## config.mk

```make
export PLATFORM = sky130hd
export DESIGN_NAME = shift_sequencer
export DESIGN_NICKNAME = d
export VERILOG_FILES = /design/src/rtl/shift_pkg.sv /design/src/rtl/sra_module.sv /design/src/rtl/shift_sequencer.sv
export SDC_FILE = /design/constraint.sdc
export NUM_CORES = 1
export LEC_CHECK = 0
export CORE_ASPECT_RATIO = 0.7
export CORE_MARGIN = 5
export CORE_UTILIZATION = 60
export DETAILED_ROUTE_END_ITERATION = 7
export GPL_TIMING_DRIVEN = 0
export PLACE_DENSITY = 0.83
export SETUP_SLACK_MARGIN = 0.5
export SYNTH_ARGS = -nofsm -noshare
export SYNTH_HDL_FRONTEND = slang
export SYNTH_SLANG_ARGS = --single-unit
```

## constraint.sdc

```tcl
create_clock -name clk -period 9.7 [get_ports clk]
set_clock_uncertainty 0.15 [all_clocks]
set_input_delay 1.94 -clock clk [delete_from_list [all_inputs] [get_ports clk]]
set_output_delay 1.94 -clock clk [all_outputs]
set_load 0.01 [all_outputs]
```

## src/rtl/shift_pkg.sv

```systemverilog
// Shared types and constants for the shift sequencer and its shifter.
package shift_pkg;

    localparam int unsigned DATA_W  = 32;
    localparam int unsigned SHAMT_W = 5;

    typedef enum logic [1:0] {
        OP_SRA = 2'b00,
        OP_SRL = 2'b01,
        OP_SLL = 2'b10,
        OP_RSV = 2'b11
    } op_e;

    typedef enum logic [1:0] {
        ST_IDLE  = 2'b00,
        ST_PASS1 = 2'b01,
        ST_PASS2 = 2'b10,
        ST_DONE  = 2'b11
    } state_e;

    // Seed whose arithmetic shift yields a run of leading ones for the mask pass.
    localparam logic [DATA_W-1:0] SIGN_SEED = 32'h8000_0000;

    // Bit reversal: turns a left shift into a right shift and back.
    function automatic logic [DATA_W-1:0] bitrev32(input logic [DATA_W-1:0] x);
        logic [DATA_W-1:0] r;
        r = '0;
        for (int i = 0; i < int'(DATA_W); i++) begin
            r[i] = x[DATA_W-1-i];
        end
        return r;
    endfunction

endpackage

```

## src/rtl/sra_module.sv

```systemverilog
// 32-bit combinational arithmetic-right barrel shifter, five binary-weighted stages.
// Ports: din (operand), select1..select5 (shift by 1/2/4/8/16), dout (result).
module sra_module (
    input  logic [31:0] din,
    input  logic        select1,
    input  logic        select2,
    input  logic        select3,
    input  logic        select4,
    input  logic        select5,
    output logic [31:0] dout
);

    logic [31:0] s1, s2, s3, s4;

    assign s1   = select1 ? 32'($signed(din) >>> 1)  : din;
    assign s2   = select2 ? 32'($signed(s1)  >>> 2)  : s1;
    assign s3   = select3 ? 32'($signed(s2)  >>> 4)  : s2;
    assign s4   = select4 ? 32'($signed(s3)  >>> 8)  : s3;
    assign dout = select5 ? 32'($signed(s4)  >>> 16) : s4;

endmodule

```

## src/rtl/shift_sequencer.sv

```systemverilog
// Request/response front end that derives SRA, SRL and SLL from one
// arithmetic-right shifter using one or two passes.
// Ports: clk, reset (async, active-high); request side req_valid/req_ready,
// req_op, req_data, req_shamt; response side rsp_valid/rsp_ready, rsp_data,
// rsp_err (reserved opcode).
module shift_sequencer
    import shift_pkg::*;
(
    input  logic        clk,
    input  logic        reset,
    input  logic        req_valid,
    output logic        req_ready,
    input  logic [1:0]  req_op,
    input  logic [31:0] req_data,
    input  logic [4:0]  req_shamt,
    output logic        rsp_valid,
    input  logic        rsp_ready,
    output logic [31:0] rsp_data,
    output logic        rsp_err
);

    state_e              state_q, state_d;
    op_e                 op_q;
    logic [SHAMT_W-1:0]  shamt_q;
    logic [DATA_W-1:0]   data_q, acc_q;
    logic [DATA_W-1:0]   sh_in, sh_out, masked;
    logic [DATA_W-1:0]   rsp_data_d;
    logic                rsp_err_d;
    logic                accept, acc_load;
    op_e                 req_op_e;

    assign req_op_e = op_e'(req_op);

    // Second pass shifts SIGN_SEED to build the mask of bits vacated by the first pass.
    assign sh_in  = (state_q == ST_PASS2) ? SIGN_SEED : data_q;
    assign masked = acc_q & ~(sh_out << 1);

    sra_module u_sra (
        .din     (sh_in),
        .select1 (shamt_q[0]),
        .select2 (shamt_q[1]),
        .select3 (shamt_q[2]),
        .select4 (shamt_q[3]),
        .select5 (shamt_q[4]),
        .dout    (sh_out)
    );

    // Next-state and response-load decode.
    always_comb begin
        state_d    = state_q;
        accept     = 1'b0;
        acc_load   = 1'b0;
        rsp_data_d = rsp_data;
        rsp_err_d  = rsp_err;
        case (state_q)
            ST_IDLE: begin
                if (req_valid) begin
                    accept = 1'b1;
                    if (req_op_e == OP_RSV) begin
                        state_d    = ST_DONE;
                        rsp_data_d = '0;
                        rsp_err_d  = 1'b1;
                    end else begin
                        state_d = ST_PASS1;
                    end
                end
            end
            ST_PASS1: begin
                acc_load = 1'b1;
                if (op_q == OP_SRA) begin
                    state_d    = ST_DONE;
                    rsp_data_d = sh_out;
                    rsp_err_d  = 1'b0;
                end else begin
                    state_d = ST_PASS2;
                end
            end
            ST_PASS2: begin
                state_d    = ST_DONE;
                rsp_data_d = (op_q == OP_SLL) ? bitrev32(masked) : masked;
                rsp_err_d  = 1'b0;
            end
            ST_DONE: begin
                if (rsp_ready) begin
                    state_d = ST_IDLE;
                end
            end
            default: state_d = ST_IDLE;
        endcase
    end

    // State, request latches and registered handshake outputs.
    always_ff @(posedge clk or posedge reset) begin
        if (reset) begin
            state_q   <= ST_IDLE;
            op_q      <= OP_SRA;
            shamt_q   <= '0;
            data_q    <= '0;
            acc_q     <= '0;
            rsp_data  <= '0;
            rsp_err   <= 1'b0;
            req_ready <= 1'b1;
            rsp_valid <= 1'b0;
        end else begin
            state_q   <= state_d;
            rsp_data  <= rsp_data_d;
            rsp_err   <= rsp_err_d;
            req_ready <= (state_d == ST_IDLE);
            rsp_valid <= (state_d == ST_DONE);
            if (accept) begin
                op_q    <= req_op_e;
                shamt_q <= req_shamt;
                data_q  <= (req_op_e == OP_SLL) ? bitrev32(req_data) : req_data;
            end
            if (acc_load) begin
                acc_q <= sh_out;
            end
        end
    end

endmodule
```

# After elaboration in Yosys (flattened, before gate mapping)
# Cells that the tools add are included.
[word_totals] word_cells=50 input_bits=43 output_inout_bits=35 regBits=108
[classes] reduce_logical=5 eq_ne=10 muxes=24 n_bitwise=2
[ops] op="32-bit 2-to-1 mux" count=6
[ops] op="31-bit 2-to-1 mux" count=5
[ops] op="32-bit case mux with 3 select lines" count=1
[ops] op="32-bit bitwise AND" count=1
[ops] op="32-bit NOT" count=1
[ops] op="2-bit == test (second input constant)" count=6
[ops] op="2-bit case mux with 4 select lines" count=1
[ops] op="1-bit 2-to-1 mux" count=7
[ops] op="2-bit logical NOT" count=3
[ops] op="2-bit 2-to-1 mux" count=3
[ops] op="2-bit inequality test (second input constant)" count=3
[ops] op="4-bit AND reduction" count=1
[ops] op="1-bit case mux with 3 select lines" count=1
[ops] op="3-bit nonzero test" count=1
[ops] op="2-bit by 1-bit == test with 1-bit output (second input constant)" count=1

# Logic depth before layout (Yosys ltp)
[depth] ltp_word=11 ltp_mapped=11 mapped_depth_nobuf=8

# Modules after synthesis
# A second synthesis with hierarchy kept.
[hier_totals] cells_unflattened=763 area_unflattened_um2=7502.2
[by_module_without_submodules] module="shift_sequencer" seq_area_each_um2=2703.8 area_each_um2=5373.9 cells_per_inst=538 n_inst=1
[by_module_without_submodules] module="sra_module" seq_area_each_um2=0.0 area_each_um2=2128.3 cells_per_inst=225 n_inst=1

# Worst setup path before layout
# OpenSTA, ideal clock, no wires.
[synth_path] path_type="input -> register" start="in req_op[1]" end="reg rsp_data[12]" setup_ns=0.069 t_arrival_ns=3.451 path_buffers=1 path_slack_ns=6.030 required_time_ns=9.481 path_stages=6 path_cell_list="nand3_1 a221o_1 buf_2 or3_1 or4_1 nand3_1"
[synth_via] elab_chain_cells=3
[synth_lines] item="start, declared" line_no="shift_sequencer.sv:13" text="input logic [1:0] req_op,"
[synth_lines] item="2-bit == test" line_no="shift_sequencer.sv:59" text="if (req_op_e == OP_RSV) begin"
[synth_lines] item="2-bit inequality test (no line)"
[synth_lines] item="4-bit AND reduction (no line)"
[synth_lines] item="end signal, assigned" line_no="shift_sequencer.sv:106" text="rsp_data <= rsp_data_d;"
[synth_lines] item="end, declared" line_no="shift_sequencer.sv:18" text="output logic [31:0] rsp_data,"
# Every way passes these cells.
# A chain may end at the register's enable or synchronous reset.

# Worst setup path after layout
[layout_path] start="in req_op[0]" end="reg rsp_data[25]"
# Same word-level chain as after synthesis.

==> key figures <==
Synthesis
  • Mux cell area share after synthesis: 0.161
  • Simple-gate share of the synthesized area: 0.200
  • Register bit total from synthesis: ~110
  • Largest family of logic cells by synthesized area: compound AO/OA/AOI/OAI gates
  • Ys flop type: dfrtp_1
  • Synth cell types: 93
  • Synth Area in Compound Gates: 0.222
  • Syn Area/Cell: ~9.1 um^2
  • Top cells by area, synth: dfrtp_1, mux4_2, nand2_1
  • Synth Area in Adders: 0.00806
  • Ys async rst share: 1.00
  • Post-Synth XOR/XNOR Area: 0
  • Syn Inst Count: around 850
  • Mapped Area: roughly 7800 um^2
  • Synth top area share: 0.345
  • Post-Syn Nets: ~900
  • Largest area contributor in the netlist: dfrtp_1
  • Warnings from Yosys: 0
  • EDFF count, synth: 0
  • Post-synthesis sequential area ratio: 0.348
  • Synth cell count leaders: nand2_1, dfrtp_1, nor2_1, a31oi_1, a21oi_1
  • Top-count cell post-synth: nand2_1

Setup path
  • CP Data Required Time: between 9 and 10 ns
  • Startpoint types: primary input
  • Reg-to-reg critical path startpoint: state_q[0]
  • RR Endpoint: acc_q[16]
  • CP max stage delay: around 0.65 ns
  • Critical Path AT: 4.61 ns
  • Max FO, Critical Path: 10
  • Worst path buffer plus inverter count: 3
  • Setup crit end kind: flop
  • Crit-path cells: clkdlybuf4s50_1 -> nand3_1 -> a221o_1 -> buf_2 -> nor3_2 -> clkbuf_1 -> nand3b_1 -> o2111ai_1
  • Cell family with most CP delay: buffers and inverters
  • WS Path Type: in2reg
  • Cells on worst reg2reg path: 10
  • Setup slack, reg-to-reg: around 6.1 ns
  • Crit path max-delay cell type: nor3_2

Floorplanning
  • Top Ports: between 70 and 80
  • Die width: 146 um
  • FP Rows: 34
  • Die Ht: between 100 and 150 um
  • Die footprint: 15400 um^2
  • CORE AREA: 12500 um^2
  • Initial core utilization: 0.619

Final layout
  • Antenna diodes: 0
  • Final #Nets: 990
  • Fillcell total: about 1000
  • Reg area: 2700 um^2
  • Share of layout cells above drive strength 1: 0.130
  • Synth-to-Final Area Change: 16.7%
  • Multi-input logic area: around 4600 um^2

Place
  • HPWL Detailed: about 22000 um
  • Input/output buffers: slightly below 80
  • Placer's final routability congestion estimate: 1.08

Detailed routing
  • WL met3: roughly 5800 um
  • Iter 0 DRT Violations: about 1700
  • Routed wire per std cell: ~26 um
  • Final wirelength: between 20000 and 30000 um
  • Top metal layer carrying routed signals: met5
  • DRC: 87
  • Detailed Routing Iterations Pass 1: 8
  • Total number of vias: ~8300
  • Via density: between 7 and 8
  • Met2 wire length: 10700 um
  • Routed length on met1: about 11000 um
  • Final ANT Viol Nets: 0

Outcome
  • Status: complete, but fails checks
  • Failing checks: DRC

Global route
  • Total Routing Usage GR: 0.373
  • First-pass GRT wire length: around 44000 um
  • Initial antenna violation count: 0
  • Vias in the first global route: ~7600
  • Grt total ovfl: 0
  • Pin count of the biggest net entering global routing: 64

STA
  • Minimum clock period: roughly 4.5 ns
  • RSZ-0062 raised after global routing: no
  • Final Hold Viols: 0
  • Setup violations, final: 0
  • Worst Max-Slew Pin Slew: roughly 1 ns
  • Relative slew slack: 0.320
  • Fmax: between 0.2 and 0.25 GHz
  • Final setup TNS: 0 ns
  • Crit share post-route: 0.464
  • Slew Limit Fails: 0

Clock tree
  • Number of clock sinks: 108
  • CTS tree: built
  • Post-cts sizing count: 0
  • Setup Buffers After CTS: 0
  • Latest clock arrival within the worst-skew pair: roughly 0.36 ns
  • Clk buf depth: 2
  • Clock root cell: clkbuf_16
  • Total CTS buffers: 9
  • H-tree depth: 3
  • Hold_buf cts: 0
  • Clock slew seen by the registers of the worst setup and hold paths: ~0.080 ns

Hold path
  • Worst min-delay path endpoint: rsp_data[20]
  • Worst hold path cell count: 2
  • Hold/Removal Path Class: reg2reg
  • Worst hold start: rsp_data[20]

Run
  • Max-capacitance violation count: 0
## routing by layer
layer  global-route usage  up-vias
met4               0.0886        4
met3                0.198      155
met2                0.482      814
met5               0.0594        -
met1                0.541     3883
li1                     -     3402
## kinds of logic after synthesis
| group | Yosys count |
|---|---|
| simple gates | 326 |
| compound gates | 241 |
| flops | 108 |
| buf+inv | 89 |
| mux | 84 |
| fa+ha+maj | 5 |
## layout by cell type, fill, tap and decap left out, drive strengths merged, types with 4 or more instances in the layout
| cell type | instances |
|---|---|
| a211oi | 6 |
| a21oi | 43 |
| a221oi | 5 |
| a22oi | 8 |
| a311oi | 5 |
| a31o | 7 |
| a31oi | 44 |
| a32oi | 13 |
| and2 | 8 |
| and3 | 4 |
| buf | 39 |
| clkbuf | 46 |
| clkdlybuf4s50 | 77 |
| clkinv | 4 |
| dfrtp | 107 |
| ha | 5 |
| inv | 16 |
| mux2 | 23 |
| mux2i | 33 |
| mux4 | 28 |
| nand2 | 116 |
| nand2b | 11 |
| nand3 | 29 |
| nand4 | 8 |
| nor2 | 87 |
| nor2b | 8 |
| nor3 | 14 |
| nor3b | 4 |
| nor4 | 9 |
| o211ai | 13 |
| o21a | 4 |
| o21ai | 33 |
| o221ai | 7 |
| o22ai | 10 |
| o31ai | 4 |
| or2 | 10 |
| or3 | 6 |
## worst register-to-register path, delay by kind of cell, from the launching register on
family,cells,cell delay [ns]
adder cells (fa/ha/maj),1,0.15
AND/OR/NAND/NOR,3,0.96
flip-flops,1,0.43
multiplexers,1,0.29
buffers and inverters,3,0.61
AO/OA/AOI/OAI,2,0.87
## flip-flops by register name (all words and copies together), names as in the netlist, 2 cells and up
register  cells
shamt_q       5
state_q       2
rsp_data     32
op_q          2
data_q       32
acc_q        32
## worst max-delay path by stage
stage | startpoint | endpoint | cells after the start
after floorplan | reset | acc_q[0] | 1
after global placement | reset | rsp_data[25] | 2
after detailed placement | req_op[0] | rsp_data[22] | 8
after CTS | req_op[0] | rsp_data[22] | 8
after global routing | req_op[0] | rsp_data[25] | 8
final | req_op[0] | rsp_data[25] | 8
## per-stage QoR
stage / cells / setup WS (ns) / area [um^2] / util / hold slack, ns
after detailed placement: 1093 / 4.95 / 8770 / 0.699 / 0.331
after floorplan: 853 / 4.77 / 7770 / - / 0.339
after global routing: 1109 / 5.12 / 9060 / 0.722 / 0.375
after global placement: 1092 / 3.29 / 8740 / 0.696 / 0.332
after CTS: 1109 / 5.31 / 9060 / 0.722 / 0.354
final: 1109 / 5.20 / 9060 / 0.722 / 0.347
## area by class of cell
cell class	count	area share
multi-input cells	656	0.507
inverters	14	0.00607
clock inverters	7	0.00759
plain buffers	75	0.0461
well taps	162	0.0224
repair buffers	78	0.0881
flip-flops and latches	108	0.298
clock buffers	9	0.0248
Power is not shown: default switching activity piles up to over one toggle a cycle in this logic, so the estimate is an artifact.
